===== src/rtl/press_pkg.sv =====
// Shared types for the press event decoder: FSM state encoding and event codes.
package press_pkg;

    typedef enum logic [1:0] {
        IDLE  = 2'd0,
        WAIT1 = 2'd1,
        WAIT2 = 2'd2
    } state_t;

    localparam logic [1:0] EVT_NONE   = 2'b00;
    localparam logic [1:0] EVT_SINGLE = 2'b01;
    localparam logic [1:0] EVT_DOUBLE = 2'b10;
    localparam logic [1:0] EVT_TRIPLE = 2'b11;

endpackage


===== src/rtl/press_event_decoder_if.sv =====
// Press input and classified-event handshake between debouncer, decoder and mode logic.
interface press_event_decoder_if;
    import press_pkg::*;

    logic       press_in;
    logic       evt_ready;
    logic       evt_valid;
    logic [1:0] evt_code;
    logic       evt_drop;

    modport master (
        input  press_in,
        input  evt_ready,
        output evt_valid,
        output evt_code,
        output evt_drop
    );

    modport slave (
        output press_in,
        output evt_ready,
        input  evt_valid,
        input  evt_code,
        input  evt_drop
    );

endinterface


===== src/rtl/press_event_decoder_timer.sv =====
// Inter-press window timer: saturates at WINDOW_CYCLES-1 and flags expiry there.
module click_window_timer #(
    parameter int WINDOW_CYCLES = 25_000_000,
    parameter int TMR_W         = $clog2(WINDOW_CYCLES)
) (
    input  logic clk,
    input  logic rst,
    input  logic clr,
    input  logic run,
    output logic expire
);

    localparam logic [TMR_W-1:0] LAST = TMR_W'(WINDOW_CYCLES - 1);

    logic [TMR_W-1:0] count;

    assign expire = (count == LAST);

    always_ff @(posedge clk) begin
        if (rst || clr) begin
            count <= '0;
        end else if (run && !expire) begin
            count <= count + TMR_W'(1);
        end
    end

endmodule


===== src/rtl/press_event_decoder.sv =====
// Classifies debounced presses into single/double(/triple) click events.
// Triple detection is built only when PRESS_DEC_TRIPLE_EN is defined.
module press_event_decoder
    import press_pkg::*;
#(
    parameter int WINDOW_CYCLES = 25_000_000,
    parameter int TMR_W         = $clog2(WINDOW_CYCLES)
) (
    input  logic                  clk,
    input  logic                  rst,
    press_event_decoder_if.master bus
);

    state_t     state;
    state_t     state_nxt;
    logic       gen;
    logic [1:0] gen_code;
    logic       tmr_clr;
    logic       tmr_run;
    logic       expire;

    assign tmr_run = (state != IDLE);

    click_window_timer #(
        .WINDOW_CYCLES (WINDOW_CYCLES),
        .TMR_W         (TMR_W)
    ) u_timer (
        .clk    (clk),
        .rst    (rst),
        .clr    (tmr_clr),
        .run    (tmr_run),
        .expire (expire)
    );

    always_ff @(posedge clk) begin
        if (rst) begin
            state <= IDLE;
        end else begin
            state <= state_nxt;
        end
    end

    // A press always beats a coincident timeout.
    always_comb begin
        state_nxt = state;
        gen       = 1'b0;
        gen_code  = EVT_NONE;
        case (state)
            IDLE: begin
                if (bus.press_in) begin
                    state_nxt = WAIT1;
                end
            end
            WAIT1: begin
                if (bus.press_in) begin
`ifdef PRESS_DEC_TRIPLE_EN
                    state_nxt = WAIT2;
`else
                    gen       = 1'b1;
                    gen_code  = EVT_DOUBLE;
                    state_nxt = IDLE;
`endif
                end else if (expire) begin
                    gen       = 1'b1;
                    gen_code  = EVT_SINGLE;
                    state_nxt = IDLE;
                end
            end
`ifdef PRESS_DEC_TRIPLE_EN
            WAIT2: begin
                if (bus.press_in) begin
                    gen       = 1'b1;
                    gen_code  = EVT_TRIPLE;
                    state_nxt = IDLE;
                end else if (expire) begin
                    gen       = 1'b1;
                    gen_code  = EVT_DOUBLE;
                    state_nxt = IDLE;
                end
            end
`endif
            default: begin
                state_nxt = IDLE;
            end
        endcase
        // Restart the window on every press; hold it at zero whenever idle.
        tmr_clr = bus.press_in || (state_nxt == IDLE);
    end

    // Event holding register: never overwritten while pending and unaccepted.
    always_ff @(posedge clk) begin
        if (rst) begin
            bus.evt_valid <= 1'b0;
            bus.evt_code  <= EVT_NONE;
            bus.evt_drop  <= 1'b0;
        end else begin
            bus.evt_drop <= 1'b0;
            if (gen) begin
                if (!bus.evt_valid || bus.evt_ready) begin
                    bus.evt_valid <= 1'b1;
                    bus.evt_code  <= gen_code;
                end else begin
                    bus.evt_drop <= 1'b1;
                end
            end else if (bus.evt_valid && bus.evt_ready) begin
                bus.evt_valid <= 1'b0;
                bus.evt_code  <= EVT_NONE;
            end
        end
    end

endmodule


===== src/flat_wrapper.sv =====
// flat-port wrapper written by rule: the top's interface ports become plain ports
module press_event_decoder_flat import press_pkg::*;
#(
    parameter int WINDOW_CYCLES = 25_000_000,
    parameter int TMR_W         = $clog2(WINDOW_CYCLES)
)
  (clk, rst, bus_press_in, bus_evt_ready, bus_evt_valid, bus_evt_code, bus_evt_drop);
  press_event_decoder_if bus_i ();
  input  logic clk;
  input  logic rst;
  input wire logic [$bits(bus_i.press_in)-1:0] bus_press_in;
  input wire logic [$bits(bus_i.evt_ready)-1:0] bus_evt_ready;
  output wire logic [$bits(bus_i.evt_valid)-1:0] bus_evt_valid;
  output wire logic [$bits(bus_i.evt_code)-1:0] bus_evt_code;
  output wire logic [$bits(bus_i.evt_drop)-1:0] bus_evt_drop;
  assign bus_i.press_in = bus_press_in;
  assign bus_i.evt_ready = bus_evt_ready;
  assign bus_evt_valid = bus_i.evt_valid;
  assign bus_evt_code = bus_i.evt_code;
  assign bus_evt_drop = bus_i.evt_drop;
  press_event_decoder #(.WINDOW_CYCLES(WINDOW_CYCLES), .TMR_W(TMR_W)) u_core (.clk(clk), .rst(rst), .bus(bus_i));
endmodule

===== config.mk =====
export PLATFORM = sky130hd
export DESIGN_NAME = press_event_decoder_flat
export DESIGN_NICKNAME = d
export VERILOG_FILES = /design/src/rtl/press_pkg.sv /design/src/rtl/press_event_decoder_if.sv /design/src/rtl/press_event_decoder_timer.sv /design/src/rtl/press_event_decoder.sv /design/src/flat_wrapper.sv
export SDC_FILE = /design/constraint.sdc
export NUM_CORES = 1
export LEC_CHECK = 0
export ABC_AREA = 1
export CORE_MARGIN = 8
export CORE_UTILIZATION = 50
export CTS_CLUSTER_DIAMETER = 40
export DETAILED_ROUTE_END_ITERATION = 12
export GPL_TIMING_DRIVEN = 0
export MAX_ROUTING_LAYER = met4
export PLACE_DENSITY = 0.68
export SLEW_MARGIN = 20
export SYNTH_ARGS = -nofsm -noshare
export SYNTH_HDL_FRONTEND = slang
export SYNTH_HIERARCHICAL = 1
export SYNTH_SLANG_ARGS = --single-unit

===== constraint.sdc =====
create_clock -name clk -period 3.8 [get_ports clk]
set_clock_uncertainty 0.1 [all_clocks]
set_input_delay 0.76 -clock clk [delete_from_list [all_inputs] [get_ports clk]]
set_output_delay 0.76 -clock clk [all_outputs]
set_load 0.02 [all_outputs]

Yosys cells after proc, flatten, opt, wreduce, memory -nomap -nowiden --
Cells that the tools add are included.
Storage, ports and cells: flip-flop bits (word level) 31, latch bits 0, RAM bits 0, memory bits (read-only) 0, bits of input ports 4, output and inout port bits 4, word-level logic and storage cells 40, memories kept 0
Operators by class: add/sub/neg operators 1, multiply operators 0, div/mod/pow operators 0, $lt $le $gt $ge 0, equality and inequality tests 3, shift operators 0, multiplexer cells 17, bitwise operators 1, reductions and logical operators 13
Operators with widths (number):
- adder 25 x 1 -> 25 bit, second input constant | 1
- equality test 25 bit, second input constant | 1
- two-way mux 2 bit | 8
- two-way mux 1 bit | 8
- zero test 2 bit | 2
- case mux 2 bit (2 select lines) | 1
- nonzero test 2 bit | 2
- logical OR 1 bit | 3
- equality test 2 x 1 -> 1 bit, second input constant | 1
- logical AND 1 bit | 2
- zero test 1 bit | 2
- != test 2 bit, second input constant | 1
- AND reduction 2 bit | 1
- OR reduction 2 bit | 1
- inverter 1 bit | 1

Depth between registers and ports, before layout --
depth after elaboration 7, mapped depth 12, mapped depth without buffers 11

Hierarchy --
The synthesis kept the hierarchy.
By module, submodules not included:
- click_window_timer | instances 1, cells an instance 235, area an instance 1517.7 um^2, seq. area each 500.5 um^2
- press_event_decoder | instances 1, cells an instance 39, area an instance 279.0 um^2, seq. area each 120.1 um^2

Least setup slack after synthesis --
Ideal clock, no wire load.
path type register to register, start point reg u_core.u_timer.count[0], end point reg u_core.u_timer.count[10], library setup time 115 ps, arrival 1778 ps, required time 3585 ps, path slack 1808 ps, stages on the path, launching flop included 13, path buffers 1, clock period less this slack 1992 ps, cell sequence dfxtp_1 > ha_1 > nand3_2 > clkinv_2 > nand4_1 > nor2_1 > inv_1 > nand3_1 > nor2_1 > inv_1 > clkbuf_1 > a21oi_1 > o21a_1
On the way: word-level cells in the longest chain between the ends 7, elaborated cells on any way between the ends 10, classes of those cells add/sub (1); eq/ne (1); mux (3); reduce/logical (5)
Ends and longest elaborated chain:
- start: declaration | line press_event_decoder_timer.sv:15 | logic [TMR_W-1:0] count;
- start signal: assignment | line press_event_decoder_timer.sv:23 | count <= count + TMR_W'(1);
- equality test 25 bit | line press_event_decoder_timer.sv:17 | assign expire = (count == LAST);
- net u_core.expire | line press_event_decoder.sv:20 | logic expire;
- two-way mux 2 bit | line press_event_decoder.sv:63 | end else if (expire) begin
- two-way mux 2 bit | line press_event_decoder.sv:55 | if (bus.press_in) begin
- case mux 2 bit (2 select lines) | line press_event_decoder.sv:48 | case (state)
- zero test 2 bit | line press_event_decoder.sv:87 | tmr_clr = bus.press_in || (state_nxt == IDLE);
- logical OR 1 bit | line press_event_decoder.sv:87
- net u_core.tmr_clr | line press_event_decoder.sv:18 | logic tmr_clr;
- logical OR 1 bit | line press_event_decoder_timer.sv:20 | if (rst || clr) begin
The timed path passes the listed nets, and every way through them passes these cells. A chain may end at the register's enable or synchronous reset.

Worst setup path in the final report --
Ends and elaborated chain as after synthesis.

==> results.md <==
- Setup repair after global routing left no endpoint under its margin.
- Leaving out fill and tap cells, the most frequent cells in the layout are nand2_1 (65), nor2_1 (40), dfxtp_1 (31), inv_1 (28), nand3_1 (25).
- The first-pass GRT wire length is 6.58 mm.
- The area growth from synthesis to final layout is 10.0%.
- The number of global-route vias before repair is 1533.
- The endpoint of the worst-slack reg-to-reg timing path is u_core/u_timer/count[10].
- The max-capacitance violation count is 0.
- The number of failing setup endpoints in the final timing report is 0.
- The worst register-to-register path has a setup slack of 1.31 ns.
- STA classifies the critical path startpoint as a flip-flop.
- The mean cell area of the mapped netlist is 6.56 µm².
- CTS built an H-tree with a depth of 2.
- In this run the worst path has a maximum fanout of 10.
- The longest clock path from root to sink contains 2 buffers.
- The capturing element type of the critical path is a flip-flop.
- The number of placement rows is 21.
- The start of the worst register-to-register path is u_core/u_timer/count[0].
- The CTS tree is yes.
- The final layout contains routed wiring with a total length of 3.82 mm.
- The final max-slew violation count is 0.
- Routed signal wires occupy layers up through met4.
- After detailed routing, the number of remaining DRC violations is 0.
- The count of warnings emitted by yosys is 6.
- Entering global routing, the biggest net connects 11 pins.
- Combinational logic is responsible for 4.5% of the overall power.
- The cell internal power dissipation is 0.404 mW.
- The routed length on met1 is 1.88 mm.
- For the final routed database, the setup TNS stands at 0 ns.
- The initial cell density of the core is 53.0%.
- The weighted congestion reported at the end of routability-driven placement is 0.897.
- The worst path arrival time is 2.67 ns.
- The die boundary height is 75.9 µm.
- Following the worst setup path forward leads to its endpoint at u_core/u_timer/count[10].
- The tree built by TritonCTS fans out to 31 sinks.
- The sequential share of power is 61.1%.
- The minimum clock period after layout is 2.49 ns.
- The met3 wirelength from detailed routing is 151 µm.
- At the pin with the least slew margin, the transition time is 0.524 ns.
- The routed wirelength normalized by instance count is 11.4 µm.
- After synthesis the netlist holds a flip-flop and latch count of 31.
- The power per cell area is 272 mW/mm².
- The via total after detailed routing is 1669.
- The initial antenna violation count is 0.
- The hold buffer count at CTS is 0.
- The count of cells resized by post-cts repair is 0.
- The synthesized netlist occupies a cell area of 0.00180 mm².
- In this run the remaining antenna-violating nets after routing total 0.
- The timing startpoint of the critical path is u_core/u_timer/count[0].
- The share of final-layout standard cells stronger than drive strength 1 is 13.5%.
- The die area is 0.00577 mm².
- In the final design database the tool counted 293 nets.
- The number of endpoints with negative hold slack in the final report is 0.
- The power spent charging and discharging nets is 0.133 mW.
- TritonCTS created 5 clock buffers.
- The core outline area is 0.00339 mm².
- The kind of critical path is reg -> reg.
- The net count of the mapped netlist is 279.
- Global routing finished with a remaining overflow of 0.
- The total track usage is 14.1%.
- The net switching share of the total power is 24.7%.
- In this run the most critical hold path is launched from u_core/u_timer/count[1].
- The total setup buffers inserted after CTS is 0.
- The cell sitting at the root of the clock tree is a clkbuf_4.
- The number of cells on the worst reg-to-reg path is 12.
- The post-synthesis instance total is 274.
- The total I/O pin count is 8.
- In this run the worst hold path is classified as reg -> reg.
- VDD sags by at most 149 µV.
- The floorplan step set the die width to 75.9 µm.
- Summed over all cells, the static leakage comes to 0.648 nW.
- Total power for the finished layout comes to 0.537 mW.
- The clock-pin slew reported for the worst setup and hold paths after clock tree synthesis is 0.09 ns.
- After layout, the worst path uses 65.4% of the clock period.
- For this block, the initial DRC count from the detailed router was 110.
- 0 antenna diodes ended up in the layout.
- The detailed route wirelength on metal2 is 1.77 mm.
- The first detailed-routing pass took 4 iterations.
- The post-synthesis cell type count is 31.
- In the routed layout, each cell is associated on average with a via count of 4.98.
- In this run the tool buffered the top-level ports with 7 buffer cells.
- After synthesis, flip-flops and latches occupy 34.5% of the total area.
- The source-to-sink clock delay at the later pin of the worst-skew pair is 0.33 ns.
- The flow ran to the end, and the final reports show no timing, DRC or antenna violations.
- The part of the total power dissipated in the clock network is 34.4%.
- After legalization and detailed placement, the total HPWL measured 2.91 mm.
- At the end of the flow the core is filled with cells to 58.3%.
- For the worst setup path, the data required time is 3.98 ns.
- Headroom to the max-slew limit came out at 65.1%.
- The fmax is 402 MHz.
- Leaving out fill and tap cells, the most frequent cell in the layout is nand2_1.
worst max-delay path: stages, from the launching register on:
cell and delay, ns:
dfxtp_1 0.37, ha_1 0.25, nand3_2 0.11, clkinv_2 0.12
nand4_1 0.12, nor2_1 0.07, inv_1 0.08, nand3_1 0.10
nor2_1 0.40, inv_1 0.11, clkbuf_1 0.27, a21oi_1 0.19
o21a_1 0.13
flip-flops by register name, summed over array words and instances, names as in the netlist:
name and flops:
u_core/state 2, u_core/bus.evt_code 2, u_core/u_timer/count 25, u_core/bus.evt_valid 1, u_core/bus.evt_drop 1
worst min path at each step:
stage          slack [ns]                        to  depth (start not counted)
2_1_floorplan        0.37  u_core/u_timer/count[16]                          1
3_3_place_gp         0.39   u_core/u_timer/count[9]                          1
3_5_place_dp         0.40   u_core/u_timer/count[9]                          1
4_1_cts              0.42   u_core/u_timer/count[1]                          2
5_1_grt              0.44   u_core/u_timer/count[9]                          1
6_report             0.41   u_core/u_timer/count[1]                          2
layer usage:
| layer | vias up | track usage (%) |
|---|---|---|
| met4 | 0 | 4.51 |
| met1 | 736 | 15.5 |
| met2 | 23 | 22.8 |
| li1 | 908 | - |
| met3 | 2 | 5.31 |
| met5 | - | - |
power groups by stage:
stage / Sequential [mW] / Combinational [mW] / Clock (mW)
2_1_floorplan: 0.336 / 0.0139 / 0
3_5_place_dp: 0.335 / 0.0241 / 0
3_3_place_gp: 0.335 / 0.0243 / 0
4_1_cts: 0.328 / 0.0243 / 0.195
6_report: 0.328 / 0.0242 / 0.185
5_1_grt: 0.328 / 0.0271 / 0.207
cell families (layout without fill, tap and decap cells):
logic type | Yosys count | after routing | synth area share [%]
DFF | 31 | 31 | 34.5
adders and majority gates | 1 | 1 | 0.696
buffers and inverters | 38 | 53 | 8.08
other | 1 | 1 | 0.209
AOI/OAI and AO/OA | 33 | 33 | 9.82
xor gates and xnor gates | 3 | 3 | 1.46
and+or+nand+nor | 167 | 167 | 45.2
layout make-up:
| cell class | instances | area (µm²) |
|---|---|---|
| Sequential cell | 31 | 621 |
| Multi-Input combinational cell | 205 | 1030 |
| Inverter | 35 | 133 |
| Fill cell | 325 | 1410 |
| Clock inverter | 3 | 15.0 |
| Buffer | 3 | 12.5 |
| Timing Repair Buffer | 7 | 70.1 |
| Tap cell | 46 | 57.6 |
| Clock buffer | 5 | 37.5 |
through the flow:
stage | area, µm² | hold slack, ns | worst slack (ns) | std cells
after CTS | 1980 | 0.416 | 1.29 | 335
after detailed placement | 1920 | 0.399 | 1.12 | 327
after floorplan | 1800 | 0.367 | 1.81 | 274
after global placement | 1920 | 0.390 | 1.13 | 327
final | 1980 | 0.414 | 1.31 | 335
after global routing | 1980 | 0.437 | 1.04 | 335
cells in the mapped netlist:
library cell / count / area, µm²
nand2_1: 65 / 244
nor2_1: 40 / 150
dfxtp_1: 31 / 621
inv_1: 28 / 105
nand3_1: 25 / 125
a21oi_1: 21 / 105
inv_2: 6 / 22.5
nand4_1: 6 / 37.5
nor3_1: 6 / 30.0
nand2_2: 5 / 31.3
nor2_4: 5 / 56.3
nor2_2: 4 / 25.0
o21ai_0: 4 / 20.0
o21ai_1: 4 / 20.0
nand3_2: 3 / 30.0
o21a_1: 3 / 22.5
clkbuf_1: 2 / 7.51
nand2_4: 2 / 22.5
xnor2_1: 2 / 17.5
a21oi_2: 1 / 8.76
buf_2: 1 / 5.00
clkinv_2: 1 / 5.00
conb_1: 1 / 3.75
ha_1: 1 / 12.5
nand3_4: 1 / 17.5
nand3b_1: 1 / 7.51
nor3_2: 1 / 10.0
nor3b_2: 1 / 12.5
nor4_1: 1 / 6.26
or2_0: 1 / 6.26
xor2_1: 1 / 8.76
Power figures use the tool's default switching activity.
